===== config.mk =====
export PLATFORM = sky130hd
export DESIGN_NAME = half_adder
export DESIGN_NICKNAME = d
export VERILOG_FILES = /design/src/rtl/arith_pkg.sv /design/src/rtl/half_adder_cell.sv /design/src/rtl/half_adder.sv
export SDC_FILE = /design/constraint.sdc
export NUM_CORES = 1
export LEC_CHECK = 0
export CORE_AREA = 2 2 39 41
export CTS_BUF_LIST = sky130_fd_sc_hd__clkbuf_2
export DETAILED_ROUTE_END_ITERATION = 12
export DIE_AREA = 0 0 41 43
export PLACE_DENSITY = 0.3
export SYNTH_ARGS = -nofsm -noshare
export SYNTH_HDL_FRONTEND = slang
export SYNTH_SLANG_ARGS = --single-unit

===== constraint.sdc =====
create_clock -name clk_i -period 1 [get_ports clk_i]
set_input_delay 0.2 -clock clk_i [delete_from_list [all_inputs] [get_ports clk_i]]
set_output_delay 0.2 -clock clk_i [all_outputs]
set_load 0.01 [all_outputs]

===== src/rtl/arith_pkg.sv =====
// rtl/arith_pkg.sv - shared arithmetic-library types and limits
package arith_pkg;

  localparam int HA_MAX_LATENCY = 4;

  typedef struct packed {
    logic sum;
    logic carry;
  } ha_res_t;

endpackage


===== src/rtl/half_adder_cell.sv =====
// rtl/half_adder_cell.sv - combinational 1-bit half adder
module half_adder_cell (
  input  logic a_i,
  input  logic b_i,
  output logic sum_o,
  output logic carry_o
);

  assign sum_o   = a_i ^ b_i;
  assign carry_o = a_i & b_i;

endmodule


===== src/rtl/half_adder.sv =====
// rtl/half_adder.sv - registered lane-parallel half adder with valid pipeline
module half_adder
  import arith_pkg::*;
#(
  parameter int WIDTH   = 1,
  parameter int LATENCY = 1
) (
  input  logic             clk_i,
  input  logic             rst_i,
  input  logic             valid_i,
  input  logic [WIDTH-1:0] a_i,
  input  logic [WIDTH-1:0] b_i,
  output logic [WIDTH-1:0] sum_o,
  output logic [WIDTH-1:0] carry_o,
  output logic             valid_o
);

  if (LATENCY < 1 || LATENCY > HA_MAX_LATENCY) begin : g_bad_latency
    $error("half_adder: LATENCY must be in 1..%0d", HA_MAX_LATENCY);
  end
  if (WIDTH < 1) begin : g_bad_width
    $error("half_adder: WIDTH must be >= 1");
  end

  typedef struct packed {
    logic                  valid;
    ha_res_t [WIDTH-1:0]   res;
  } stage_t;

  ha_res_t [WIDTH-1:0]   res_comb;
  stage_t  [LATENCY-1:0] stage_q;
  stage_t  [LATENCY-1:0] stage_d;

  for (genvar i = 0; i < WIDTH; i++) begin : g_lane
    half_adder_cell u_cell (
      .a_i     (a_i[i]),
      .b_i     (b_i[i]),
      .sum_o   (res_comb[i].sum),
      .carry_o (res_comb[i].carry)
    );
  end

  // Stage 0 data only loads on valid so idle cycles keep the last result visible downstream.
  always_comb begin
    stage_d          = stage_q;
    stage_d[0].valid = valid_i;
    if (valid_i) begin
      stage_d[0].res = res_comb;
    end
    for (int s = 1; s < LATENCY; s++) begin
      stage_d[s] = stage_q[s-1];
    end
  end

  always_ff @(posedge clk_i) begin
    if (rst_i) begin
      stage_q <= '0;
    end else begin
      stage_q <= stage_d;
    end
  end

  assign valid_o = stage_q[LATENCY-1].valid;

  for (genvar i = 0; i < WIDTH; i++) begin : g_out
    assign sum_o[i]   = stage_q[LATENCY-1].res[i].sum;
    assign carry_o[i] = stage_q[LATENCY-1].res[i].carry;
  end

endmodule


==> impl_metrics.json, run 1 <==
{
  "powerDensity_nw_per_um2": 1629,
  "rows": 14,
  "synth_fa_ha_area_share_pct": 11.76,
  "multiInputGateArea_um2": 46.29,
  "grt_pass1_vias": 111,
  "synth_nets": 15,
  "synth_cells": 9,
  "design_area_um2": 209.0,
  "ant_nets": 0,
  "synth.area.mux_share_pct": 18.82,
  "synth.distinct_cells": 5,
  "min_period_ns": 0.9548,
  "yosys_warnings": 0,
  "fin_crit_sh_pct": 95.48,
  "cts.sinks": 3,
  "synth_top_area_share_pct": 56.47,
  "grt_pass1_wl_um": 434,
  "cp.required_ns": 1.10,
  "synth_ff_type": "dfxtp_1",
  "num-fill-cells": 161,
  "outcome": "finished, final reports clean",
  "wl_met3_um": 47,
  "rsz0062_at_grt": "no",
  "area_growth_pct": 96.47,
  "drt-vias-per-instance": 2.833,
  "syn_area_um2": 106.4,
  "crit_type": "in2reg",
  "grt_start_max_net_pins": 4,
  "cts.path.max_buffers": 2,
  "finClkSkew_ns": 0,
  "first_pass_iters": 2,
  "route.detailed.drc": 0,
  "final_nets": 27,
  "placed_area_um2": 196.4,
  "drv_cap": 0,
  "ctsHtreeMaxLevel": 1,
  "wl_um": 270,
  "hp-class": "in2reg",
  "ys_ff_latch": 3,
  "synth_xor_area_share_pct": 0,
  "leakage_nw": 0.1050,
  "grt_use_total_pct": 4.605,
  "worstSkewPairLatency_ns": 0.20,
  "crit_arrival_ns": 1.05,
  "synth_top_area_cell": "dfxtp_1",
  "yosysMostFrequentCell": "dfxtp_1",
  "fp.coreArea_um2": 1384,
  "cts_tree": "done",
  "die_w_um": 41,
  "power_uw": 340.5,
  "placedCellCount": 32,
  "grt.overflow.total": 0,
  "tightest_slew_ns": 0.1597,
  "final_cells": 36,
  "diodes": 0,
  "dieArea_um2": 1763,
  "setup_ws_ns": 0.04523,
  "dp_slack_ns": -0.1953,
  "die_h_um": 43,
  "initial_core_util_pct": 7.685,
  "synth-edff-count": 0,
  "netlist_top_cells_count": "dfxtp_1, mux2i_1, nor2_1, ha_1, nor2b_1",
  "cp-end-kind": "flop",
  "crit_fanout": 1,
  "regArea_um2": 60.06,
  "drive_gt1_share_pct": 30.00,
  "io_buffers": 7,
  "maxUsedRoutingLayer": "met3",
  "pin_count": 8,
  "synthArstFlopShare_pct": 0,
  "relSlewSlack_pct": 89.32,
  "synth_top_family_by_area": "multiplexers",
  "report.final.slew_viol_count": 0,
  "synthSimpleGateAreaFrac_pct": 12.94,
  "cts_root_buffer": "clkbuf_2",
  "place_congestion": 0.5639,
  "yosysSeqAreaShare_pct": 56.47,
  "max-vdd-ir-drop_v": 0.0004335,
  "start_kind": "input port",
  "postCtsHoldBufs": 0,
  "finalSetupViolCount": 0,
  "drtIter0Drc": 2,
  "final_hold_viol_count": 0,
  "syn_area_per_cell_um2": 11.82,
  "wl_per_cell_um": 7.500,
  "clkTransAtPathRegs_ns": 0.05,
  "vias": 102,
  "antenna_found_initial": 0,
  "cts_buffers": 3,
  "synth-compound-area-share_pct": 0,
  "max_freq_mhz": 1047,
  "wl_met2_um": 68,
  "wl_met1_um": 154,
  "synthTopCellsByArea": "dfxtp_1, mux2i_1, ha_1"
}
[cell usage in the layout, fill, tap and decap left out, drive strengths merged]
cell type	Yosys	layout
clkdlybuf4s15	0	1
dfxtp	3	3
mux2i	2	2
nor2b	1	1
nor2	2	2
clkbuf	0	6
dlymetal6s2s	0	1
ha	1	1
clkdlybuf4s50	0	3
[metrics by stage]
stage               setup TNS [ns]  util [%]  hold slack, ns
floorplan                        0         -          0.2716
global placement           -0.4353     14.20          0.4832
detailed placement         -0.4065     14.20          0.4918
CTS                              0     15.55          0.5041
global route                     0     15.10          0.4340
finish                           0     15.10          0.4065
[repair_timing]
| action | in CTS | in global routing |
|---|---|---|
| pin swaps | 0 | 1 |
| setup endpoints to repair | 3 | 4 |
| setup buffers | 0 | 0 |
| gates resized for setup | 5 | 4 |
[final cells by class]
class,instances,share of cell area (%)
repair buffers,7,29.94
flip-flops and latches,3,28.74
multi-input cells,6,22.16
clock buffers,4,9.581
well taps,16,9.581
[state kept, by name (all words and copies together) (netlist names)]
register / cells
carry_o: 1
valid_o: 1
sum_o: 1
[per-layer routing]
metal / vias to the layer above / track usage [%]
li1: 51 / -
met1: 41 / 5.096
met2: 10 / 3.750
met3: 0 / 4.712
met4: 0 / 6.000
met5: - / 0
[logic make-up after synthesis]
kind of cell | Yosys count
flip-flops | 3
adder cells (fa/ha/maj) | 1
AND/OR/NAND/NOR | 3
multiplexers | 2
[report_power, final]
group | total (mW) | internal (mW) | switching, mW
clock network | 0.169 | 0.106 | 0.0634
logic | 0.0411 | 0.0257 | 0.0154
registers | 0.130 | 0.127 | 0.00340
total | 0.340 | 0.258 | 0.0822
[path summary, 6_finish.rpt]
path,startpoint,endpoint,slack (ns),cells after the start
min,b_i,sum_o,0.41,4
min reg2reg,carry_o,carry_o,0.50,2
max reg2reg,sum_o,sum_o,0.40,2
max,a_i,sum_o,0.05,4
[critical path, stage by stage]
cell and delay [ns]:
clkdlybuf4s50_1 0.45, ha_1 0.22, mux2i_1 0.13, nor2_1 0.05
(Power assumes the default switching activity.)
==> inputs of run 2 (changes only) <==
ABC_AREA = 0   (was default)
==> results of run 2 <==
The final DEF is identical to that of run 1; final timing and power are the same.
==> inputs of run 3 (changes only) <==
CORE_AREA = 10 10 47 49   (was 2 2 39 41)
DIE_AREA = 0 0 57 59   (was 0 0 41 43)
PLACE_DENSITY = 0.37   (was 0.3)
==> run 3 against run 2 <==
  * The run now ends with negative setup slack left
  * Clock-buffer cell count unchanged
  * First-iteration DRC count shrank 100%
  * Sequential power is essentially flat
  * Largest cell class unchanged
==> impl_metrics.json, run 3 (synthesized netlist as in run 1, its figures left out) <==
{
  "grt.overflow.total": 0,
  "violations": "negative setup slack",
  "cp-end-kind": "flop",
  "setup_ws_ns": -0.0009054,
  "start_kind": "input port",
  "outcome": "complete, but fails checks",
  "cts_root_buffer": "clkbuf_2",
  "pin_count": 8,
  "antenna_found_initial": 0,
  "finClkSkew_ns": 0,
  "drt-vias-per-instance": 2.944,
  "pwr-share-clk_pct": 49.7,
  "cp_top_family": "buffers and inverters",
  "max_stage_delay_ns": 0.48,
  "final_common_cell": "clkbuf_2",
  "tightest_slew_ns": 0.1194,
  "io_buffers": 7,
  "internal_power_uw": 258.7,
  "p_seq_share_pct": 37.8,
  "crit_arrival_ns": 1.09,
  "report.final.slew_viol_count": 0,
  "ctsHtreeMaxLevel": 1,
  "ant_nets": 0,
  "min_period_ns": 1.001,
  "vias": 106,
  "postCtsHoldBufs": 0,
  "first_pass_iters": 1,
  "wl_um": 342,
  "final_hold_viol_count": 0,
  "cts_buffers": 3,
  "die_h_um": 59,
  "powerDensity_nw_per_um2": 1646,
  "drtIter0Drc": 0,
  "leakage_nw": 0.1056,
  "combPwrFrac_pct": 12.5,
  "die_w_um": 57,
  "dp_slack_ns": -0.2166,
  "crit_fanout": 1,
  "critPathBufInv": 1,
  "crit_slowest_cell": "clkdlybuf4s50_1",
  "clkTransAtPathRegs_ns": 0.05,
  "fin_crit_sh_pct": 100.1,
  "cts.path.max_buffers": 2,
  "finalSetupViolCount": 1,
  "crit_type": "in2reg",
  "relSlewSlack_pct": 91.81,
  "cts.sinks": 3,
  "fp.coreArea_um2": 1401,
  "post_cts_buffers": 0,
  "max-vdd-ir-drop_v": 0.0002626,
  "final_cell_mix": "clkbuf_2, dfxtp_1, clkdlybuf4s50_1, mux2i_1, nor2_1",
  "final_nets": 27,
  "grt_pass1_vias": 97,
  "place_congestion": 0.6901,
  "rows": 14,
  "cp.required_ns": 1.09,
  "switching_share_pct": 24.79,
  "design_area_um2": 209.0,
  "worstSkewPairLatency_ns": 0.21,
  "grt_use_total_pct": 2.116,
  "grt_start_max_net_pins": 4,
  "route.detailed.drc": 0,
  "cts_tree": "done",
  "dieArea_um2": 3363,
  "drv_cap": 0,
  "max_freq_mhz": 999.1,
  "wl_per_cell_um": 9.500,
  "drive_gt1_share_pct": 30.00,
  "power_switching_uw": 85.28,
  "placed_area_um2": 196.4,
  "grt_pass1_wl_um": 414,
  "hp-class": "in2reg",
  "rsz0062_at_grt": "no",
  "cp_cell_sequence": "clkdlybuf4s50_1, ha_1, mux2i_1, nor2_1",
  "area_growth_pct": 96.47,
  "initial_core_util_pct": 7.589,
  "diodes": 0
}
run 3: routing by layer:
layer	track usage, %	vias to the layer above	share of wire (%)
met5	0	-	0
li1	-	52	-
met1	1.896	44	54
met2	0.9302	10	21
met4	2.013	0	0
met3	4.506	0	25
run 3: layout make-up:
cell class | instances | area, um2
well taps | 16 | 20.02
fillers | 166 | 1192
repair buffers | 7 | 62.56
flip-flops and latches | 3 | 60.06
multi-input cells | 6 | 46.29
clock buffers | 4 | 20.02
run 3: metrics by stage:
| stage | TNS (ns) | total power [mW] | util (%) | hold WS, ns | instances |
|---|---|---|---|---|---|
| floorplan | 0 | 0.1459 | - | 0.2716 | 9 |
| global placement | -0.4190 | 0.1797 | 14.02 | 0.4791 | 32 |
| detailed placement | -0.4798 | 0.1813 | 14.02 | 0.4915 | 32 |
| CTS | 0 | 0.3556 | 15.45 | 0.5046 | 36 |
| global route | 0 | 0.3667 | 14.91 | 0.4078 | 36 |
| finish | -0.0009054 | 0.3440 | 14.91 | 0.3998 | 36 |
run 3: path summary, 6_finish.rpt:
kind,to,slack (ns),depth (start not counted),startpoint
max reg2reg,sum_o,0.41,2,sum_o
max,sum_o,-0.0009,4,a_i
min,carry_o,0.40,4,b_i
min reg2reg,carry_o,0.50,2,carry_o
run 3: what timing repair did:
item / 4_1_cts / 5_1_grt
gates resized for setup: 6 / 4
endpoints found under the setup margin: 3 / 4
pin swaps: 0 / 1
run 3: worst reg2reg max path: cells and delay by family, from the launching register on:
| family | cells | cell delay [ns] |
|---|---|---|
| flip-flops | 1 | 0.31 |
| multiplexers | 1 | 0.12 |
| AND/OR/NAND/NOR | 1 | 0.05 |
run 3: power by group through the flow:
stage | combinational [mW] | clock [mW] | sequential [mW]
3_3_place_gp | 0.0479 | 0 | 0.132
2_1_floorplan | 0.0107 | 0 | 0.135
5_1_grt | 0.0455 | 0.191 | 0.130
4_1_cts | 0.0462 | 0.179 | 0.130
3_5_place_dp | 0.0490 | 0 | 0.132
6_report | 0.0431 | 0.171 | 0.130
